$ cat config.mk
export PLATFORM = sky130hd
export DESIGN_NAME = a2d_spi_bridge
export DESIGN_NICKNAME = d
export VERILOG_FILES = /design/src/rtl/a2d_spi_bridge_pkg.sv /design/src/rtl/a2d_spi_bridge_spi_frame16.sv /design/src/rtl/a2d_spi_bridge.sv
export SDC_FILE = /design/constraint.sdc
export NUM_CORES = 1
export LEC_CHECK = 0
export CORE_AREA = 3 3 77 79
export DETAILED_ROUTE_END_ITERATION = 16
export DIE_AREA = 0 0 80 82
export PLACE_DENSITY = 0.65
export SYNTH_ARGS = -nofsm -noshare
export SYNTH_HDL_FRONTEND = slang
export SYNTH_HIERARCHICAL = 1
export SYNTH_SLANG_ARGS = --single-unit
$ cat constraint.sdc
create_clock -name clk -period 3.1 [get_ports clk]
set_input_delay 0.465 -clock clk [delete_from_list [all_inputs] [get_ports clk]]
set_output_delay 0.465 -clock clk [all_outputs]
set_load 0.1 [all_outputs]
$ cat src/rtl/a2d_spi_bridge_pkg.sv
`default_nettype none
// ============================================================================
// Module   : a2d_pkg
// Brief    : Shared types, widths and helpers for the A2D SPI bridge.
// Revision : 1.0 - initial release
// ============================================================================
package a2d_pkg;

    localparam int FRAME_W = 16;
    localparam int RES_W   = 12;
    localparam int CH_W    = 3;

    // Divider encodings for the default 5-bit divider (SCLK period 32 clk)
    localparam logic [4:0] DIV_LOAD = 5'b10111;
    localparam logic [4:0] DIV_FALL = 5'b11111;
    localparam logic [4:0] DIV_RISE = 5'b01111;

    typedef logic [2:0] state_t;

    localparam state_t c_ST_IDLE = 3'd0;
    localparam state_t c_ST_FRM1 = 3'd1;
    localparam state_t c_ST_GAP  = 3'd2;
    localparam state_t c_ST_FRM2 = 3'd3;
    localparam state_t c_ST_DONE = 3'd4;

    // Channel-select command: channel sits in bits [13:11], all else zero
    function automatic logic [FRAME_W-1:0] build_cmd(input logic [CH_W-1:0] ch);
        return {2'b00, ch, 11'h000};
    endfunction

endpackage
`default_nettype wire

$ cat src/rtl/a2d_spi_bridge_spi_frame16.sv
`default_nettype none
// ============================================================================
// Module   : spi_frame16
// Brief    : One 16-bit SPI mode-3 transaction. SCLK idles high, MOSI
//            changes on falling edges, MISO is sampled on rising edges.
//            done is a single-cycle strobe on the clk that ends the frame;
//            rx_data is the complete received word during that strobe.
// Revision : 1.0 - initial release
// ============================================================================
module spi_frame16
    import a2d_pkg::*;
#(
    parameter int DIV_W = 5
) (
    input  logic               clk,
    input  logic               rst_n,
    input  logic               go,
    input  logic [FRAME_W-1:0] cmd,
    input  logic               MISO,
    output logic               done,
    output logic [FRAME_W-1:0] rx_data,
    output logic               SCLK,
    output logic               MOSI,
    output logic               ss_req
);

    logic [DIV_W-1:0]   w_div_load;
    logic [DIV_W-1:0]   w_div_fall;
    logic [DIV_W-1:0]   w_div_rise;

    logic [DIV_W-1:0]   r_div;
    logic [FRAME_W-1:0] r_shift;
    logic               r_smp;
    logic               r_active;
    logic [4:0]         r_bit_cnt;

    logic               w_fall;
    logic               w_rise;
    logic               w_last;

    // The preset sits 9 counts below wrap, which sets the SS_n-to-first-fall porch
    generate
        if (DIV_W == 5) begin : g_div_pkg
            assign w_div_load = DIV_LOAD;
            assign w_div_fall = DIV_FALL;
            assign w_div_rise = DIV_RISE;
        end else begin : g_div_gen
            assign w_div_fall = {DIV_W{1'b1}};
            assign w_div_rise = {1'b0, {(DIV_W-1){1'b1}}};
            assign w_div_load = {DIV_W{1'b1}} - DIV_W'(8);
        end
    endgenerate

    assign w_fall  = r_active && (r_div == w_div_fall);
    assign w_rise  = r_active && (r_div == w_div_rise);
    assign w_last  = (r_bit_cnt == 5'(FRAME_W));
    assign done    = w_fall && w_last;
    assign rx_data = {r_shift[FRAME_W-2:0], r_smp};
    assign SCLK    = r_div[DIV_W-1];
    assign MOSI    = r_shift[FRAME_W-1];
    assign ss_req  = r_active;

    // Divider free-runs while a frame is active; frame end parks it at the preset so SCLK stays high
    always_ff @(posedge clk or negedge rst_n) begin
        if (!rst_n) begin
            r_div    <= w_div_load;
            r_active <= 1'b0;
        end else if (go) begin
            r_div    <= w_div_load;
            r_active <= 1'b1;
        end else if (done) begin
            r_div    <= w_div_load;
            r_active <= 1'b0;
        end else if (r_active) begin
            r_div    <= r_div + DIV_W'(1);
        end
    end

    // Sample MISO on the rise, shift on the fall; the first fall of a frame has nothing to shift in
    always_ff @(posedge clk or negedge rst_n) begin
        if (!rst_n) begin
            r_shift   <= '0;
            r_smp     <= 1'b0;
            r_bit_cnt <= '0;
        end else if (go) begin
            r_shift   <= cmd;
            r_bit_cnt <= '0;
        end else begin
            if (w_rise) begin
                r_smp     <= MISO;
                r_bit_cnt <= r_bit_cnt + 5'd1;
            end
            if (w_fall && (r_bit_cnt != 5'd0)) begin
                r_shift <= {r_shift[FRAME_W-2:0], r_smp};
            end
        end
    end

endmodule
`default_nettype wire

$ cat src/rtl/a2d_spi_bridge.sv
`default_nettype none
// ============================================================================
// Module   : a2d_spi_bridge
// Brief    : SPI master for the 8-channel 12-bit A2D. A start request runs a
//            channel-select frame, a short SS_n-high gap, then a second frame
//            whose low 12 bits become the result with a sticky complete flag.
// Revision : 1.0 - initial release
// ============================================================================
module a2d_spi_bridge
    import a2d_pkg::*;
#(
    parameter int SCLK_DIV_W = 5,
    parameter int GAP_CLKS   = 2
) (
    input  logic             clk,
    input  logic             rst_n,
    input  logic             strt_cnv,
    input  logic [CH_W-1:0]  chnnl,
    input  logic             MISO,
    output logic             cnv_cmplt,
    output logic [RES_W-1:0] res,
    output logic             SS_n,
    output logic             SCLK,
    output logic             MOSI
);

    localparam int c_GAP_W = (GAP_CLKS > 1) ? $clog2(GAP_CLKS) : 1;

    state_t             r_state;
    logic [CH_W-1:0]    r_chnnl;
    logic [c_GAP_W-1:0] r_gap_cnt;
    logic               r_cnv_cmplt;
    logic [RES_W-1:0]   r_res;

    logic               w_accept;
    logic               w_gap_end;
    logic               w_go;
    logic               w_done;
    logic               w_ss_req;
    logic [FRAME_W-1:0] w_cmd;
    logic [FRAME_W-1:0] w_rx_data;
    logic               w_unused_rx_hi;

    assign w_accept  = (r_state == c_ST_IDLE) && strt_cnv;
    assign w_gap_end = (r_gap_cnt == c_GAP_W'(GAP_CLKS - 1));
    assign w_go      = w_accept || ((r_state == c_ST_GAP) && w_gap_end);
    // The accepting clk uses the live channel; frame 2 reuses the latched one
    assign w_cmd     = build_cmd(w_accept ? chnnl : r_chnnl);

    // Upper nibble of the conversion frame carries no data
    assign w_unused_rx_hi = ^w_rx_data[FRAME_W-1:RES_W];

    spi_frame16 #(
        .DIV_W   (SCLK_DIV_W)
    ) u_frame (
        .clk     (clk),
        .rst_n   (rst_n),
        .go      (w_go),
        .cmd     (w_cmd),
        .MISO    (MISO),
        .done    (w_done),
        .rx_data (w_rx_data),
        .SCLK    (SCLK),
        .MOSI    (MOSI),
        .ss_req  (w_ss_req)
    );

    assign SS_n      = ~w_ss_req;
    assign cnv_cmplt = r_cnv_cmplt;
    assign res       = r_res;

    // Sequence select frame, gap, conversion frame; post the result as frame 2 ends
    always_ff @(posedge clk or negedge rst_n) begin
        if (!rst_n) begin
            r_state     <= c_ST_IDLE;
            r_chnnl     <= '0;
            r_gap_cnt   <= '0;
            r_cnv_cmplt <= 1'b0;
            r_res       <= '0;
        end else begin
            case (r_state)
                c_ST_IDLE: begin
                    if (strt_cnv) begin
                        r_chnnl     <= chnnl;
                        r_cnv_cmplt <= 1'b0;
                        r_state     <= c_ST_FRM1;
                    end
                end
                c_ST_FRM1: begin
                    if (w_done) begin
                        r_gap_cnt <= '0;
                        r_state   <= c_ST_GAP;
                    end
                end
                c_ST_GAP: begin
                    if (w_gap_end) begin
                        r_state <= c_ST_FRM2;
                    end else begin
                        r_gap_cnt <= r_gap_cnt + c_GAP_W'(1);
                    end
                end
                c_ST_FRM2: begin
                    if (w_done) begin
                        r_res       <= w_rx_data[RES_W-1:0];
                        r_cnv_cmplt <= 1'b1;
                        r_state     <= c_ST_DONE;
                    end
                end
                c_ST_DONE: begin
                    r_state <= c_ST_IDLE;
                end
                default: begin
                    r_state <= c_ST_IDLE;
                end
            endcase
        end
    end

endmodule
`default_nettype wire

# After elaboration in Yosys (flattened, before gate mapping)
# Cells that the tools add are included.
# word_totals
register_bits	48
latch_bits	0
mem_bits_rw	0
mem_bits_ro	0
input_bits	7
word_cells	66
mem_count	0
# op_classes
n_addsub	3
mul	0
div	0
n_lt_le_gt_ge	0
n_eq_ne	10
n_shift	0
n_mux	20
n_bitwise	2
reduce_logical	21
# op_table
operator	n
16-bit 2-to-1 mux	2
5-bit 2-to-1 mux	5
3-bit 2-to-1 mux	5
3-bit case mux with 4 select lines	1
5-bit by 1-bit adder with 5-bit output, second input constant	2
5-bit equality test, second input constant	2
2-bit nonzero test	5
2-bit AND reduction	4
3-bit by 2-bit equality test with 1-bit output, second input constant	2
1-bit logical AND	6
5-bit by 4-bit equality test with 1-bit output, second input constant	1
1-bit 2-to-1 mux	5
5-bit nonzero test	1
2-bit by 1-bit inequality test with 1-bit output, second input constant	2
2-bit inequality test, second input constant	2
1-bit case mux with 2 select lines	2
4-bit AND reduction	1
3-bit by 1-bit equality test with 1-bit output, second input constant	1
3-bit zero test	1
3-bit AND reduction	1
3-bit nonzero test	1
1-bit inverter	2
1-bit adder, second input constant	1
1-bit logical OR	1

# Logic depth before layout (Yosys ltp)
# Gate-level depths: netlist (run 1).
# logic_depth
ltp_word	5
ltp_mapped	9

# Modules after synthesis
# Netlist (run 1), hierarchy kept.
# by_module_without_submodules
mod	instances	cells_per_inst	area_each_um2
spi_frame16	1	154	1450.1
a2d_spi_bridge	1	63	902.1

# Least setup slack after synthesis (run 1)
# No wires, ideal clock.
# synth_path
kind	reg2reg
startpoint	register u_frame.r_div[4]
endpoint	register r_gap_cnt
setup_time_ns	0.124
arrival_time_ns	2.410
required_time_ns	2.976
path_slack_ns	0.567
stages_incl_launch_ff	7
n_path_buf	1
synth_period_minus_slack_ns	2.533
cell_sequence	dfstp_2 ha_1 and2_1 clkbuf_1 and3_1 or3b_1 a211o_1
# synth_between
elab_chain_cells	5
# synth_rtl
item	line_no	text
from (decl)	a2d_spi_bridge_spi_frame16.sv:31	logic [DIV_W-1:0] r_div;
from (signal assigned)	a2d_spi_bridge_spi_frame16.sv:66	r_div <= w_div_load;
from (signal assigned)	a2d_spi_bridge_spi_frame16.sv:69	r_div <= w_div_load;
from (signal assigned)	a2d_spi_bridge_spi_frame16.sv:72	r_div <= w_div_load;
5-bit equality test	a2d_spi_bridge_spi_frame16.sv:54	assign w_fall = r_active && (r_div == w_div_fall);
1-bit logical AND	a2d_spi_bridge_spi_frame16.sv:54	
1-bit logical AND	a2d_spi_bridge_spi_frame16.sv:57	assign done = w_fall && w_last;
named net w_done	a2d_spi_bridge.sv:38	logic w_done;
2-bit by 1-bit inequality test with 1-bit output (no source line)	--	
2-bit AND reduction (no source line)	--	
to (signal assigned)	a2d_spi_bridge.sv:99	r_gap_cnt <= r_gap_cnt + c_GAP_W'(1);
to (decl)	a2d_spi_bridge.sv:31	logic [c_GAP_W-1:0] r_gap_cnt;
# The timed path passes the listed nets, and every way through them passes these cells.
# A chain may end at the register's enable or synchronous reset.

# Worst setup path in the final report (run 1)
# layout_path
startpoint	register u_frame.r_div[0]
endpoint	register r_gap_cnt
# The elaborated chain is that of the path after synthesis.

==> flow_metrics.tcl, run 1 <==
set metrics [dict create \
    vdd_drop_max_v 0.000306 \
    critPathRequiredTime_ns 3.29 \
    cts_tree "done" \
    cts_setup_buffers 0 \
    synth_top_area_cell "dfrtp_1" \
    synth-warning-count 6 \
    async_flop_share_pct 100 \
    finalHoldViolations 0 \
    drtPass1Iterations 4 \
    die_w_um 80 \
    layout-drive-gt1-share_pct 23.1 \
    place_hpwl_mm 2.77 \
    cp_slowest_cell "dfstp_2" \
    synth_edf_count 0 \
    max_cap_viol_count 0 \
    crit_family "simple AND/OR/NAND/NOR gates" \
    start_util_pct 43.5 \
    syn_to_final_growth_pct 14.7 \
    fill_cells 511 \
    crit_end "r_gap_cnt" \
    highest_layer "met4" \
    worstSetupPathDepth 7 \
    status "finished clean" \
    grt_usage_pct 14.1 \
    met3_length_um 113 \
    clk_pin_slew_ns 0.10 \
    stdcell_area_um2 2700 \
    max_stage_delay_ns 0.57 \
    critPathCaptureType "flip-flop" \
    root_buffer "clkbuf_8" \
    hp-class "input pin to asynchronous set/reset pin" \
    dieHeight_um 82 \
    clk_latency_ns 0.30 \
    fin_crit_sh_pct 74.4 \
    synth.most_common_cell "dfrtp_1" \
    clock-sinks 48 \
    antenna_found_initial 0 \
    syn_inst 217 \
    antenna_cells 0 \
    grt_max_degree 49 \
    timing.slew.headroom_pct 29.9 \
    drtIter0Drc 45 \
    cts_resized 0 \
    ys_seq_area_share_pct 51.3 \
    r2r_cells 7 \
    synth_area_per_cell_um2 10.8 \
    synth_area_leaders "dfrtp_1 (47%), mux2_2 (9.1%), nor2b_1 (4.8%)" \
    rr_startpoint "u_frame/r_div[0]" \
    synth-seq-cells 48 \
    crit_path_start_kind "flip-flop" \
    synthDistinctLibCells 38 \
    worst_ep_arrival_time_ns 2.50 \
    grt_first_pass_wirelength_mm 7.22 \
    critPathLaunch "u_frame/r_div[0]" \
    via_per_inst 5.03 \
    critical_path.cell_chain "ha_1 > and3_1 > ha_1 > and2_1 > and3_1 > or3b_1 > a211o_1" \
    synth.cell_area_um2 2350 \
    place_area_um2 2610 \
    numCtsBuffers 5 \
    htreeDepth 2 \
    r2r-end "r_gap_cnt" \
    ctsHoldBuffers 0 \
    io_buffer_count 22 \
    r2r_setup_slack_ns 0.79 \
    timing.fmax_mhz 433 \
    die_area_um2 6560 \
    num_rows 27 \
    timing.final.crit_period_ns 2.31 \
    route.met2.wl_mm 1.90 \
    hold_slack_ns 0.329 \
    finalSetupTns_ns 0 \
    drv_slew 0 \
    rsz0062_at_grt "false" \
    clock_path_buffers 2 \
    grt_pass1_vias 1562 \
    p_per_area_nw_per_um2 783 \
    fin_ws_ns 0.793 \
    setup_violations 0 \
    vias 1604 \
    fin_skew_ns 0.00607 \
    leakagePower_uw 0.00131 \
    yosys.area.top_type_share_pct 46.8 \
    ant_nets 0 \
    drt-met1-wl_mm 2.19 \
    worstMarginPinSlew_ns 1.05 \
    top_level_ports 23 \
    critPathBufInv 0 \
    drc 0 \
    layout.nets 258 \
    detailedPlace.worstSlack_ns 0.791 \
    core_area_um2 5410 \
    grt_overflow 0 \
    path_max_fanout 7 \
    wl_mm 4.28 \
    gp_congestion 0.736 \
    synth_flop_cell "dfrtp_1" \
    ys_top_cells_by_count "dfrtp_1 (44), a21oi_1 (21), mux2_2 (19), o21ai_0 (19), nor2b_1 (18)" \
    critical_path_class "flip-flop to flip-flop" \
    wl_per_cell_um 13.4 \
]
layout by cell type (no fill, tap or decap), types with 2 or more instances in the layout:
| master | count |
|---|---|
| a21oi_1 | 21 |
| a31oi_1 | 17 |
| and3_1 | 2 |
| buf_4 | 20 |
| clkbuf_8 | 5 |
| clkdlybuf4s50_1 | 5 |
| clkinvlp_4 | 2 |
| conb_1 | 13 |
| dfrtp_1 | 44 |
| dfstp_2 | 4 |
| ha_1 | 5 |
| inv_1 | 8 |
| mux2_2 | 19 |
| mux2i_1 | 2 |
| nand2_1 | 10 |
| nand3_1 | 3 |
| nor2_1 | 3 |
| nor2b_1 | 18 |
| nor3b_1 | 2 |
| o21ai_0 | 19 |
| or3_1 | 2 |
| xnor2_1 | 2 |
| xor2_1 | 3 |
registers in the layout, summed over array words and instances, names as in the netlist:
name and count:
u_frame/ss_req 1, cnv_cmplt 1, r_gap_cnt 1, u_frame/r_shift 16, r_chnnl 3, res 12
u_frame/r_bit_cnt 5, u_frame/r_smp 1, u_frame/r_div 5, r_state 3
cell type report:
cell class                 count  area, um^2  area share [%]
sequential                    48        1210            44.7
multi-input combinational    157        1070            39.8
timing repair buffer          26         205            7.60
tap                           72        90.1            3.34
clock buffer                   5        68.8            2.55
inverter                       8        30.0            1.11
clock inverter                 3        23.8           0.881
cell families after synthesis:
logic type	Yosys count	synth area share, %
compound gates	63	15.0
simple gates	50	13.9
flops	48	51.3
buf+inv	24	5.16
mux	21	9.95
fa+ha+maj	5	2.66
xor+xnor	5	1.86
other cells	1	0.159
routing by layer:
| metal | track usage, % | vias to the layer above |
|---|---|---|
| li1 | - | 811 |
| met1 | 19.3 | 765 |
| met2 | 21.4 | 20 |
| met3 | 3.62 | 8 |
| met4 | 5.57 | 0 |
| met5 | 0 | - |
where the power goes:
part / total, uW / leakage (uW) / internal [uW] / switching [uW]
sequential: 1050 / 0.000590 / 857 / 196
combinational: 681 / 0.000682 / 264 / 416
clock: 380 / 0.0000404 / 160 / 220
worst min-delay path by stage:
stage	start	slack, ns	endpoint
after global placement	r_chnnl[1]	0.48	r_chnnl[1]
after CTS	rst_n	0.37	res[6]
final	rst_n	0.33	res[6]
after detailed placement	r_chnnl[2]	0.49	r_chnnl[2]
after floorplan	rst_n	0.17	cnv_cmplt
after global routing	rst_n	0.41	res[7]
per-stage QoR:
step           total power [uW]  instances  utilization, %
6_report                   2110        319            49.9
5_1_grt                    2270        319            49.9
4_1_cts                    2140        319            49.9
3_5_place_dp               1750        311            48.2
3_3_place_gp               1730        311            48.2
2_1_floorplan              1590        229               -
Power figures use the tool's default switching activity.
==> inputs of run 2 (changes only) <==
==> constraint.sdc (replaced) <==
create_clock -name clk -period 2.16 [get_ports clk]
set_input_delay 0.324 -clock clk [delete_from_list [all_inputs] [get_ports clk]]
set_output_delay 0.324 -clock clk [all_outputs]
set_load 0.1 [all_outputs]
==> run 2 against run 1 <==
  * Largest cell class unchanged
  * Via count is 3.5% higher
  * Largest power group unchanged
  * The run now ends with hold timing left
  * Utilization up 2.6 points
  * Count of clock-buffer cells in the layout is the same
  * Critical endpoint unchanged
==> flow_metrics.tcl, run 2 (synthesis results as in run 1) <==
set metrics [dict create \
    core_area_um2 5410 \
    critPathBufInv 0 \
    numCtsBuffers 5 \
    max_stage_delay_ns 0.57 \
    cp_slowest_cell "dfstp_2" \
    drtPass1Iterations 4 \
    worst_ep_arrival_time_ns 2.27 \
    fin_crit_sh_pct 96.5 \
    path_max_fanout 3 \
    clock-sinks 48 \
    clk_pin_slew_ns 0.10 \
    finalHoldViolations 5 \
    vdd_drop_max_v 0.000512 \
    violations "hold timing" \
    fin_skew_ns 0.0119 \
    fin_cells 328 \
    status "complete, but fails checks" \
    setup_violations 0 \
    layout.nets 267 \
    clock_path_buffers 2 \
    cts_resized 0 \
    max_cap_viol_count 0 \
    layout_commonest_cell "dfrtp_1" \
    die_area_um2 6560 \
    vias 1660 \
    internal-power_uw 2010 \
    grt_overflow 0 \
    critical_path.cell_chain "ha_4 > and3_4 > ha_4 > and2_4 > and3_4 > or3b_1 > a211o_1" \
    clk_latency_ns 0.31 \
    crit_path_start_kind "flip-flop" \
    leakagePower_uw 0.00131 \
    wl_per_cell_um 13.8 \
    antenna_found_initial 0 \
    cts_tree "done" \
    grt_max_degree 27 \
    timing.final.crit_period_ns 2.08 \
    grt_first_pass_wirelength_mm 7.37 \
    hold_slack_ns -0.00995 \
    crit_family "simple AND/OR/NAND/NOR gates" \
    regMostFlops "u_frame/r_shift" \
    grt_usage_pct 14.7 \
    switching_power_uw 1220 \
    ctsHoldBuffers 0 \
    place_inst 318 \
    critPathRequiredTime_ns 2.35 \
    place_hpwl_mm 3.00 \
    rsz0062_at_grt "true" \
    highest_layer "met4" \
    mostFrequentLayoutCells "dfrtp_1 (44), buf_4 (28), a21oi_1 (21)" \
    drc 0 \
    syn_to_final_growth_pct 20.7 \
    layout-drive-gt1-share_pct 27.7 \
    hp-class "input pin to asynchronous set/reset pin" \
    io_buffer_count 22 \
    gp_congestion 0.732 \
    drv_slew 0 \
    clockPowerShare_pct 20.2 \
    ant_nets 0 \
    drt-met1-wl_mm 2.22 \
    fill_cells 502 \
    p_seq_share_pct 46.9 \
    met3_length_um 146 \
    timing.slew.headroom_pct 63.1 \
    start_util_pct 43.5 \
    route.met2.wl_mm 2.11 \
    die_w_um 80 \
    largest_reg_flops 16 \
    critical_path_class "flip-flop to flip-flop" \
    antenna_cells 0 \
    fin_ws_ns 0.0760 \
    combPwrFrac_pct 33.0 \
    grt_pass1_vias 1482 \
    critPathCaptureType "flip-flop" \
    worstMarginPinSlew_ns 0.554 \
    p_sw_share_pct 37.7 \
    root_buffer "clkbuf_8" \
    via_per_inst 5.06 \
    top_level_ports 23 \
    drtIter0Drc 135 \
    dieHeight_um 82 \
    wl_mm 4.53 \
    p_per_area_nw_per_um2 1140 \
    regArea_um2 1210 \
    htreeDepth 2 \
    multi_input_area_um2 1110 \
    timing.fmax_mhz 480 \
    num_rows 27 \
    detailedPlace.worstSlack_ns 0.0730 \
]
==> run 2: final timing paths <==
kind                                  start                 end  slack, ns  cells after the start
setup / recovery           u_frame/r_div[1]           r_gap_cnt       0.08                      7
hold / removal                        rst_n  u_frame/r_shift[4]      -0.01                      1
setup reg to reg           u_frame/r_div[1]           r_gap_cnt       0.08                      7
hold reg to reg                  r_chnnl[1]          r_chnnl[1]       0.51                      1
max in group asynchronous             rst_n    u_frame/r_div[4]       1.55                      2
min in group clk                 r_chnnl[1]          r_chnnl[1]       0.51                      1
==> run 2: power by group through the flow <==
stage	Sequential [uW]	Combinational [uW]	Clock [uW]
4_1_cts	1510	1060	672
2_1_floorplan	1610	721	0
3_5_place_dp	1530	1060	0
5_1_grt	1560	1200	706
6_report	1510	1060	652
3_3_place_gp	1520	1030	0
==> run 2: routing by layer <==
layer	global-route usage (%)	vias to the layer above
li1	-	826
met1	20.1	805
met2	22.9	23
met3	3.73	6
met4	4.56	0
met5	0	-
==> run 2: stage by stage <==
step	setup TNS (ns)	utilization, %	cell area [um^2]	total power, uW	hold WS (ns)
after floorplan	0	-	2450	2330	0.0284
after global placement	0	50.2	2710	2550	0.342
after detailed placement	0	50.2	2710	2590	0.350
after CTS	0	52.2	2820	3250	0.0120
after global routing	-0.0266	52.5	2840	3460	0.0252
final	0	52.5	2840	3230	-0.00995
==> run 2: what timing repair did <==
item	4_1_cts	5_1_grt
endpoints found under the hold margin	0	0
setup endpoints to repair	0	13
setup buffers	0	2
==> run 2: layout make-up <==
class | instances | area share [%]
tap | 72 | 3.17
multi-input combinational | 157 | 39.2
clock buffer | 5 | 2.42
timing repair buffer | 35 | 10.0
sequential | 48 | 42.6
clock inverter | 3 | 1.50
inverter | 8 | 1.06
==> inputs of run 3 (changes only) <==
--- a/config.mk
+++ b/config.mk
@@ -5,11 +5,11 @@
 export SDC_FILE = /design/constraint.sdc
 export NUM_CORES = 1
 export LEC_CHECK = 0
-export CORE_AREA = 3 3 77 79
+export CORE_AREA = 3 3 74 76
 export DETAILED_ROUTE_END_ITERATION = 16
-export DIE_AREA = 0 0 80 82
+export DIE_AREA = 0 0 77 79
 export PLACE_DENSITY = 0.65
+export SETUP_SLACK_MARGIN = 0.05
 export SYNTH_ARGS = -nofsm -noshare
 export SYNTH_HDL_FRONTEND = slang
-export SYNTH_HIERARCHICAL = 1
 export SYNTH_SLANG_ARGS = --single-unit
==> run 3 against run 2 <==
  * The run still ends with hold timing left
  * Utilization up 3.9 points
  * Wire length shrank 0.66%
  * First-iteration DRC count decreased by 44%
  * Cell count fell by 10%
  * Combinational power decreased by 96%
  * Sequential share of layout area is 2.0 points higher
  * Critical path depth stayed put
  * Setup slack worse by 0.041 ns
  * Via count shrank 4.5%
==> flow_metrics.tcl, run 3 <==
set metrics [dict create \
    status "complete, but fails checks" \
    violations "hold timing" \
    max_cap_viol_count 0 \
    drt-met1-wl_mm 2.12 \
    clk_latency_ns 0.31 \
    grt_pass1_vias 1535 \
    timing.final.crit_period_ns 2.13 \
    wl_mm 4.50 \
    drv_slew 0 \
    ys_top_cells_by_count "dfrtp_1 (44), nand3_1 (21), o21ai_0 (21)" \
    setup_violations 0 \
    rsz0062_at_grt "true" \
    drc 0 \
    num_rows 25 \
    layout_commonest_cell "dfrtp_1" \
    ys_seq_area_share_pct 55.5 \
    async_flop_share_pct 100 \
    fin_skew_ns 0.0111 \
    hp-class "input pin to asynchronous set/reset pin" \
    combPwrFrac_pct 2.5 \
    die_area_um2 6080 \
    synth-xor-area-share_pct 2.01 \
    clock_path_buffers 2 \
    synth-warning-count 0 \
    vdd_drop_max_v 0.000418 \
    critPathLaunch "u_frame.r_div[0]" \
    rr_startpoint "u_frame.r_div[0]" \
    layout-drive-gt1-share_pct 29.5 \
    grt_usage_pct 15.4 \
    drtIter0Drc 75 \
    synth.most_common_cell "dfrtp_1" \
    critical_path.cell_chain "ha_4 > and3_4 > ha_4 > nand4_1 > nor3_4 > clkbuf_16 > mux2_2" \
    fin_cells 294 \
    grt_overflow 0 \
    internal-power_uw 1300 \
    yosys.area.top_type_share_pct 50.6 \
    crit_path_start_kind "flip-flop" \
    p_sw_share_pct 20.4 \
    mostFrequentLayoutCells "dfrtp_1 (44), buf_4 (24), nand3_1 (21), o21ai_0 (21), a21oi_1 (19)" \
    path_max_fanout 6 \
    crit_top_cell "ha_4" \
    cts_tree "done" \
    critPathCaptureType "flip-flop" \
    synth_area_per_cell_um2 11.1 \
    io_buffer_count 22 \
    met3_length_um 165 \
    antenna_cells 0 \
    cp_slowest_cell "dfstp_2" \
    synth-seq-cells 48 \
    vias 1586 \
    fin_crit_sh_pct 98.4 \
    ctsHoldBuffers 0 \
    synth_flop_cell "dfrtp_1" \
    largest_reg_flops 16 \
    antenna_found_initial 0 \
    place_inst 284 \
    dieHeight_um 79 \
    root_buffer "clkbuf_8" \
    clockPowerShare_pct 42.1 \
    grt_first_pass_wirelength_mm 7.36 \
    ant_nets 0 \
    route.met2.wl_mm 2.20 \
    htreeDepth 2 \
    synth_compound_area_share_pct 12.6 \
    regMostFlops "u_frame.r_shift" \
    finalHoldViolations 12 \
    layout.nets 238 \
    clock-sinks 48 \
    synth_edf_count 0 \
    syn_to_final_growth_pct 24.2 \
    critPathRequiredTime_ns 2.36 \
    start_util_pct 45.4 \
    critical_path_class "flip-flop to flip-flop" \
    synth.cell_area_um2 2170 \
    max_stage_delay_ns 0.58 \
    synthDistinctLibCells 34 \
    hold_slack_ns -0.00406 \
    leakagePower_uw 0.00117 \
    via_per_inst 5.39 \
    synth.area.mux_share_pct 9.26 \
    p_per_area_nw_per_um2 604 \
    p_seq_share_pct 55.4 \
    synth_top_area_cell "dfrtp_1" \
    gp_congestion 0.800 \
    finalSetupTns_ns 0 \
    clk_pin_slew_ns 0.09 \
    synth_top_family_by_area "simple AND/OR/NAND/NOR gates" \
    drtPass1Iterations 4 \
    syn_inst 196 \
    synthAdderAreaFrac_pct 2.88 \
    wl_per_cell_um 15.3 \
    worst_ep_arrival_time_ns 2.33 \
    die_w_um 77 \
    place_hpwl_mm 2.94 \
    timing.slew.headroom_pct 62.9 \
    highest_layer "met4" \
    switching_power_uw 333 \
    numCtsBuffers 5 \
    top_level_ports 23 \
    timing.fmax_mhz 471 \
    worstMarginPinSlew_ns 0.556 \
    grt_max_degree 26 \
    syn_nets 208 \
    synth-simple-area-share_pct 14.6 \
    synth_area_leaders "dfrtp_1 (51%), mux2_2 (8.8%), dfstp_2 (4.8%)" \
    core_area_um2 4790 \
]
[run 3: changes by cell type in the layout (fill, tap and decap cells not counted), moves of 6 or more]
cell     change
mux2_2       -8
nor2b_1     -17
nand3_1     +18
a31oi_1     -17
mux2_4       +6
conb_1      -13
[run 3: critical path, delay by kind of cell (launching register included)]
family | cells | cell delay [ns]
adder cells (fa/ha/maj) | 2 | 0.27
buffers and inverters | 1 | 0.21
AND/OR/NAND/NOR | 3 | 0.65
multiplexers | 1 | 0.33
flip-flops | 1 | 0.58
[run 3: cells by family after synthesis]
logic type,after synthesis
flops,48
xor+xnor,5
compound gates,49
buf+inv,15
fa+ha+maj,5
mux,18
simple gates,56
[run 3: path summary, 6_finish.rpt]
| kind | cells past startpoint | slack [ns] | to |
|---|---|---|---|
| max | 7 | 0.03 | res[1] |
| min | 1 | -0.004 | u_frame.r_shift[8] |
| max reg2reg | 7 | 0.03 | res[1] |
| min reg2reg | 1 | 0.51 | r_chnnl[0] |
| max in group asynchronous | 2 | 1.64 | u_frame.ss_req |
| min in group clk | 1 | 0.51 | r_chnnl[0] |
[run 3: power groups by stage]
stage / Sequential [uW] / Clock, uW / Combinational (uW)
2_1_floorplan: 922 / 0 / 8.33
3_3_place_gp: 922 / 0 / 41.9
4_1_cts: 905 / 703 / 42.9
6_report: 905 / 687 / 40.5
5_1_grt: 906 / 734 / 46.0
3_5_place_dp: 922 / 0 / 42.7
[run 3: stage by stage]
stage	hold slack [ns]	worst slack (ns)	total power [uW]	instance area (um^2)	util, %
final	-0.00406	0.0347	1630	2700	56.4
after global routing	0.0154	-0.0169	1690	2700	56.4
after CTS	0.0111	0.106	1650	2610	54.6
after detailed placement	0.351	0.106	965	2490	52.1
after global placement	0.345	0.155	964	2490	52.1
after floorplan	0.0284	0.0598	930	2170	-
[run 3: area by class of cell]
type / instances / area (um^2)
Clock buffer: 6 / 82.6
Clock inverter: 2 / 38.8
Fill cell: 406 / 2080
Inverter: 4 / 15.0
Multi-Input combinational cell: 133 / 955
Sequential cell: 48 / 1210
Tap cell: 67 / 83.8
Timing Repair Buffer: 34 / 320
[run 3: metal layers]
metal | up-vias | track usage, %
met5 | - | 0
met4 | 0 | 5.34
met3 | 2 | 4.08
met2 | 34 | 24.4
met1 | 787 | 20.6
li1 | 763 | -
[run 3: what timing repair did]
action	4_1_cts	5_1_grt
setup endpoints to repair	0	22
setup buffers	0	1
gates resized for setup	0	12
